`src/rtl/paddle_input.sv`:
```
// paddle_input: synchronises and debounces the paddle buttons, emits press pulses,
// and once per game tick arbitrates a move direction with a hold-time speed grade.
module paddle_input #(
   parameter int unsigned DB_CYCLES      = 250000,
   parameter int unsigned ACCEL1_TICKS   = 15,
   parameter int unsigned ACCEL2_TICKS   = 45,
   parameter bit          BTN_ACTIVE_LOW = 1'b0
) (
   input  logic       clk,
   input  logic       rst,
   input  logic       tick,
   input  logic       btn_up_raw,
   input  logic       btn_dwn_raw,
   output logic       up_lvl,
   output logic       dwn_lvl,
   output logic       up_press,
   output logic       dwn_press,
   output logic [1:0] move_dir,
   output logic [1:0] move_speed
);

   localparam int unsigned NB     = 2;
   localparam int unsigned CNT_W  = (DB_CYCLES > 1) ? $clog2(DB_CYCLES) : 1;
   localparam int unsigned HOLD_W = 8;

   localparam logic [CNT_W-1:0]  CNT_MAX  = CNT_W'(DB_CYCLES - 1);
   localparam logic [HOLD_W-1:0] HOLD_MAX = '1;
   localparam logic [HOLD_W-1:0] ACCEL1   = HOLD_W'(ACCEL1_TICKS);
   localparam logic [HOLD_W-1:0] ACCEL2   = HOLD_W'(ACCEL2_TICKS);

   typedef enum logic [1:0] {
      DIR_NONE = 2'b00,
      DIR_UP   = 2'b01,
      DIR_DOWN = 2'b10
   } dir_e;

   // Bit 0 carries the up button, bit 1 the down button throughout.
   logic [NB-1:0]            raw_w;
   logic [NB-1:0]            sync1_q;
   logic [NB-1:0]            sync2_q;
   logic [NB-1:0][CNT_W-1:0] cnt_q;
   logic [NB-1:0][CNT_W-1:0] cnt_d;
   logic [NB-1:0]            lvl_q;
   logic [NB-1:0]            lvl_d;
   logic [NB-1:0]            lvl_dly_q;
   logic [NB-1:0]            press_q;
   logic [NB-1:0]            press_d;

   dir_e                     dir_q;
   dir_e                     dir_d;
   dir_e                     tick_dir;
   logic [HOLD_W-1:0]        hold_q;
   logic [HOLD_W-1:0]        hold_d;
   logic [1:0]               speed_q;
   logic [1:0]               speed_d;

   // Polarity is normalised ahead of the synchroniser so reset always means released.
   assign raw_w = {btn_dwn_raw, btn_up_raw} ^ {NB{BTN_ACTIVE_LOW}};

   always_ff @(posedge clk or posedge rst) begin
      if (rst) begin
         sync1_q   <= '0;
         sync2_q   <= '0;
         cnt_q     <= '0;
         lvl_q     <= '0;
         lvl_dly_q <= '0;
         press_q   <= '0;
         dir_q     <= DIR_NONE;
         hold_q    <= '0;
         speed_q   <= '0;
      end else begin
         sync1_q   <= raw_w;
         sync2_q   <= sync1_q;
         cnt_q     <= cnt_d;
         lvl_q     <= lvl_d;
         lvl_dly_q <= lvl_q;
         press_q   <= press_d;
         dir_q     <= dir_d;
         hold_q    <= hold_d;
         speed_q   <= speed_d;
      end
   end

   // Debounce: the level flips only after DB_CYCLES consecutive disagreeing samples.
   always_comb begin
      cnt_d = '0;
      lvl_d = lvl_q;
      for (int unsigned b = 0; b < NB; b++) begin
         if (sync2_q[b] != lvl_q[b]) begin
            if (cnt_q[b] == CNT_MAX) begin
               lvl_d[b] = sync2_q[b];
            end else begin
               cnt_d[b] = cnt_q[b] + CNT_W'(1);
            end
         end
      end
   end

   assign press_d = lvl_q & ~lvl_dly_q;

   // Tick-time arbitration; a reversal or release restarts the hold count.
   always_comb begin
      case (lvl_q)
         2'b01:   tick_dir = DIR_UP;
         2'b10:   tick_dir = DIR_DOWN;
         default: tick_dir = DIR_NONE;
      endcase

      dir_d   = dir_q;
      hold_d  = hold_q;
      speed_d = speed_q;

      if (tick) begin
         dir_d = tick_dir;
         if ((tick_dir != DIR_NONE) && (tick_dir == dir_q)) begin
            hold_d = (hold_q == HOLD_MAX) ? HOLD_MAX : hold_q + HOLD_W'(1);
         end else begin
            hold_d = '0;
         end

         if (tick_dir == DIR_NONE) begin
            speed_d = 2'd0;
         end else if (hold_d < ACCEL1) begin
            speed_d = 2'd1;
         end else if (hold_d < ACCEL2) begin
            speed_d = 2'd2;
         end else begin
            speed_d = 2'd3;
         end
      end
   end

   assign up_lvl     = lvl_q[0];
   assign dwn_lvl    = lvl_q[1];
   assign up_press   = press_q[0];
   assign dwn_press  = press_q[1];
   assign move_dir   = dir_q;
   assign move_speed = speed_q;

endmodule
```
`config.mk`:
```
export PLATFORM = sky130hd
export DESIGN_NAME = paddle_input
export DESIGN_NICKNAME = d
export VERILOG_FILES = /design/src/rtl/paddle_input.sv
export SDC_FILE = /design/constraint.sdc
export NUM_CORES = 1
export LEC_CHECK = 0
export CAP_MARGIN = 20
export CORE_AREA = 2 2 76 78
export CTS_CLUSTER_SIZE = 30
export DETAILED_ROUTE_END_ITERATION = 12
export DIE_AREA = 0 0 78 80
export PLACE_DENSITY_LB_ADDON = 0.12
export SLEW_MARGIN = 20
export SYNTH_ARGS = -nofsm -noshare
export SYNTH_HDL_FRONTEND = slang
export SYNTH_SLANG_ARGS = --single-unit
```
`constraint.sdc`:
```
create_clock -name clk -period 1.8 [get_ports clk]
set_input_delay 0.36 -clock clk [delete_from_list [all_inputs] [get_ports clk]]
set_output_delay 0.36 -clock clk [all_outputs]
set_load 0.02 [all_outputs]
```
Word-level counts from Yosys, hierarchy flattened

Cells that the tools add are included.

Bits in registers: 58
Word-level logic and storage cells: 42

Magnitude comparators: 2
Add/sub/neg operators: 3
Bitwise operators: 2
Equal/unequal tests: 8
Reductions and logical operators: 5
Mux-type cells: 11

Operators with widths:

| kind                    | count |
|---|---|
| $mux W18                | 4 |
| $add A18 B1 Y18 const B | 2 |
| $eq A18 B18 Y1 const B  | 2 |
| $mux W8                 | 3 |
| $add A8 B1 Y8 const B   | 1 |
| $eq A8 B8 Y1 const B    | 1 |
| $lt A8 B4 Y1 const B    | 1 |
| $lt A8 B6 Y1 const B    | 1 |
| $mux W2                 | 2 |
| $pmux W2 S2             | 1 |
| $reduce_and A2 Y1       | 2 |
| $and A2 B2 Y2           | 1 |
| $eq A2 B1 Y1 const B    | 1 |
| $eq A2 B2 Y1            | 1 |
| $eq A2 B2 Y1 const B    | 1 |
| $logic_not A2 Y1        | 1 |
| $ne A1 B1 Y1            | 2 |
| $not A2 Y2              | 1 |
| $reduce_bool A2 Y1      | 1 |
| $logic_and A1 B1 Y1     | 1 |
| $mux W1                 | 1 |

Longest topological paths before layout

Depth after elaboration: 10
Gate-level depth with buffers: 7

Worst setup path before layout

No wires, ideal clock.

Path kind: flip-flop to flip-flop
Start point: register lvl_q[0]
End point: register speed_q[0], in the netlist move_speed[0]
Buffers on the path: 0
Library setup time: 90 ps
Clock period less this slack: 1922 ps
Cell stages (with the launch flop): 8
Slack: -122 ps
Arrival: 1832 ps
Path through: dfrtp_1 > inv_1 > ha_1 > xor2_1 > nor3_2 > nand2_1 > or2_2 > o2111ai_1

Word-level cells in the longest chain between the ends: 10

RTL lines:

| item                                               | RTL line | RTL |
|---|---|---|
| start, declared                                    | 43       | `logic [NB-1:0] lvl_q;` |
| start signal, assigned                             | 75       | `lvl_q <= lvl_d;` |
| $eq A2 B2 Y1 or $eq A2 B1 Y1 (tied branches)       | 103      | `case (lvl_q)` |
| $pmux W2 S2 (*)                                    | 103      |  |
| named net tick_dir[1]                              | 51       | `dir_e tick_dir;` |
| $eq A2 B2 Y1 or $reduce_bool A2 Y1 (tied branches) | 115      | `if ((tick_dir != DIR_NONE) && (tick_dir == dir_q)) begin` |
| $logic_and A1 B1 Y1                                | 115      |  |
| $mux W8                                            | 115      |  |
| $mux W8                                            | 113      | `if (tick) begin` |
| $lt A8 B6 Y1                                       | 125      | `end else if (hold_d < ACCEL2) begin` |
| $mux W1                                            | 125      |  |
| $mux W2                                            | 123      | `end else if (hold_d < ACCEL1) begin` |
| $mux W2 (*)                                        | 121      | `if (tick_dir == DIR_NONE) begin` |
| end signal, assigned                               | 80       | `speed_q <= speed_d;` |
| end, declared                                      | 54       | `logic [1:0] speed_q;` |

The timed path passes the listed nets; every way through them passes the cells marked *. The select of a mux whose other input is x is not followed.
A chain may end at the register's enable or synchronous reset.

Final worst setup path

Start point: register dir_q[1], in the netlist move_dir[1]
End point: output move_dir[1]

RTL lines:

| item                   | RTL line | RTL |
|---|---|---|
| start, declared        | 49       | `dir_e dir_q;` |
| start signal, assigned | 78       | `dir_q <= dir_d;` |
| end, declared          | 18       | `output logic [1:0] move_dir,` |

No word-level cell between the ends.

==> metrics.txt <==
status completed; Worst-Skew Late Latency between 300 and 400 ps; number of global-route vias before repair slightly below 2000; largest net degree at the start of global routing 47; Port Buffers 12; clock network fraction of total power between 40% and 50%; antenna violations before repair 0; via count ~2100; CP arrival around 1400 ps; share of cells above drive strength 1 approximately 18%; synthesized instance count roughly 290; Die H 80 µm; antenna-violating nets left 0; Leak 1.484 nW; post-cts sizing count 0; Slowest-stage cell, CP clkdlybuf4s50_1; Worst Reg-to-Reg Cells 6; Sw Ratio a little under a quarter; number of hold buffers added after CTS 0; Startpoint Class flop; DRC 0; Clock Tree Root clkbuf_8; total CTS buffers 9; Final Hold Viols 0; Slew headroom between 80% and 90%; CTS Buffer Depth 2; Setup crit end kind output pin; Top Metal Used met4; clk sink count 58; Core ar. around 5400 µm²; drt total wl roughly 5300 µm; most common cell after layout, fill and taps aside dfrtp_1; CP required between 1000 and 1500 ps; CP Depth 1; Post-synth EDFFs 0; Reg power frac 55.0%; Max FO, Critical Path 3; # diodes 0; min Tclk post-route 1705 ps; postcts setup bufs 0; register area share after synthesis approximately half; Sw Pwr 0.5536 mW; Slew @ Worst Pin just under 300 ps; I/O pin count 13; Netlist Area Pre-Place around 2900 µm²; GRT Residual Overflow 0; routed length on met3 ~210 µm; Int Power around 1.9 mW; first-pass GRT wire length between 8000 and 9000 µm; post-synthesis cell type count 44; ys flop type dfrtp_1; Worst Clk Skew around 7.3 ps; CTS H-tree lvls 3; Synth Warn # 0; GRT Util Overall approximately a fifth; vias per cell between 5 and 6; Pwr per Cell Area ~700 nW/µm²; Setup TNS Final 0 ps; Fmax 586.5 MHz; max-cap violation count 0; WL met2 about 2300 µm; Peak VDD IR roughly 0.00047 V; Final period util a little over nine tenths; syn_nets about 300; routed metal-1 wirelength between 2000 and 3000 µm; GPL Wtd Cong ~0.87; CTS tree built; Die W between 70 and 80 µm; worst path bufs/invs 1; CP Class flop to output pin; Pre-Repair DR Iteration Count 4; CP delay by family, top buffers and inverters; num rows 27; Logic pwr share about 3.7%; initial drt markers between 80 and 90; Die Area about 6200 µm²; Syn Area/Cell a little under 10 µm²; WL per Instance between 10 and 15 µm; Synth Register Bits 58; # setup viols final 0; worst hold-check path type input port to async pin; CP Cell Sequence clkdlybuf4s50_1; dpl hpwl about 3500 µm; Tot Pwr roughly 2.4 mW; Starting Density between 50% and 60%; Max Slew Vio Count 0; Final nets between 300 and 400; Crit path largest cell delay just over 600 ps; commonest cells after routing, fill and taps aside 56 x dfrtp_1, 47 x nor2_1, 21 x nand3_1, 21 x xor2_1, 21 x buf_4; Syn-to-layout area delta 20.58%; Reg clk slew, reported paths about 60 ps; Async S/R FF share, synth 100.0%
-- Yosys cell counts, types with 4 or more instances --
cell type  number  area (µm²)
a21oi_1        10       50.05
dfrtp_1        58        1451
ha_1            5       62.56
inv_1          14       52.55
nand2_1        17       63.81
nand2b_1        5       31.28
nand3_1        22       110.1
nand3b_1        4       30.03
nand4_1         8       50.05
nor2_1         48       180.2
nor4_1          4       25.02
o21ai_0        11       55.05
xnor2_1        18       157.7
xor2_1         21       183.9
-- registers in the layout, indices dropped and copies added, names as in the netlist --
| register | cells |
|---|---|
| lvl_q | 2 |
| press_q | 2 |
| sync2_q | 2 |
| hold_q | 8 |
| move_speed | 2 |
| cnt_q | 36 |
| move_dir | 2 |
| sync1_q | 2 |
| lvl_dly_q | 2 |
-- worst register-to-register path, cell delays in order (launching register included) --
cell and delay, ps:
dfrtp_1 390, ha_4 180, nand3_2 140, nor2_4 150, mux2_2 360, nor4b_2 220
o2111ai_1 120
-- metrics by stage --
stage | utilization [%] | instance area, µm² | instances | hold slack, ps | worst slack (ps)
final | 64.00 | 3460 | 401 | 325.0 | 94.87
after global routing | 64.00 | 3460 | 401 | 350.8 | -33.26
after CTS | 62.43 | 3374 | 401 | 327.4 | 3.610
after detailed placement | 59.49 | 3216 | 387 | 358.3 | 25.96
after global placement | 59.49 | 3216 | 387 | 353.2 | 59.05
after floorplan | - | 2874 | 289 | 331.2 | -90.86
-- per-layer routing --
| metal | global-route usage (%) | vias up |
|---|---|---|
| li1 | - | 1063 |
| met1 | 27.07 | 995 |
| met2 | 25.17 | 37 |
| met3 | 5.090 | 10 |
| met4 | 11.23 | 0 |
| met5 | 0 | - |
-- path summary, 6_finish.rpt --
path | startpoint | to | slack [ps]
max | move_dir[1] | move_dir[1] | 90
min | rst | cnt_q[13] | 320
max reg2reg | hold_q[0] | move_speed[0] | 120
min reg2reg | sync1_q[1] | sync2_q[1] | 370
max in group asynchronous | rst | lvl_q[1] | 960
min in group clk | sync1_q[1] | sync2_q[1] | 370
-- final cells by class --
class	count	area (µm²)
sequential	58	1454
clock inverter	3	17.52
inverter	14	56.30
tap	72	90.09
multi-input combinational	208	1378
fill	461	1946
clock buffer	11	141.4
timing repair buffer	35	322.8
-- logic make-up after synthesis --
kind of cell,synth area share [%]
AO/OA/AOI/OAI,7.589
buffers and inverters,4.143
flip-flops,50.59
AND/OR/NAND/NOR,22.42
adder cells (fa/ha/maj),2.181
XOR/XNOR,11.91
multiplexers,1.177
-- power groups by stage --
stage	registers (mW)	clock network, mW	logic (mW)
final	1.33	1.00	0.0906
after CTS	1.33	1.03	0.0936
after global routing	1.33	1.10	0.105
after detailed placement	1.36	0	0.0933
after global placement	1.36	0	0.0923
after floorplan	1.35	0	0.0627
Power figures use the tool's default switching activity.
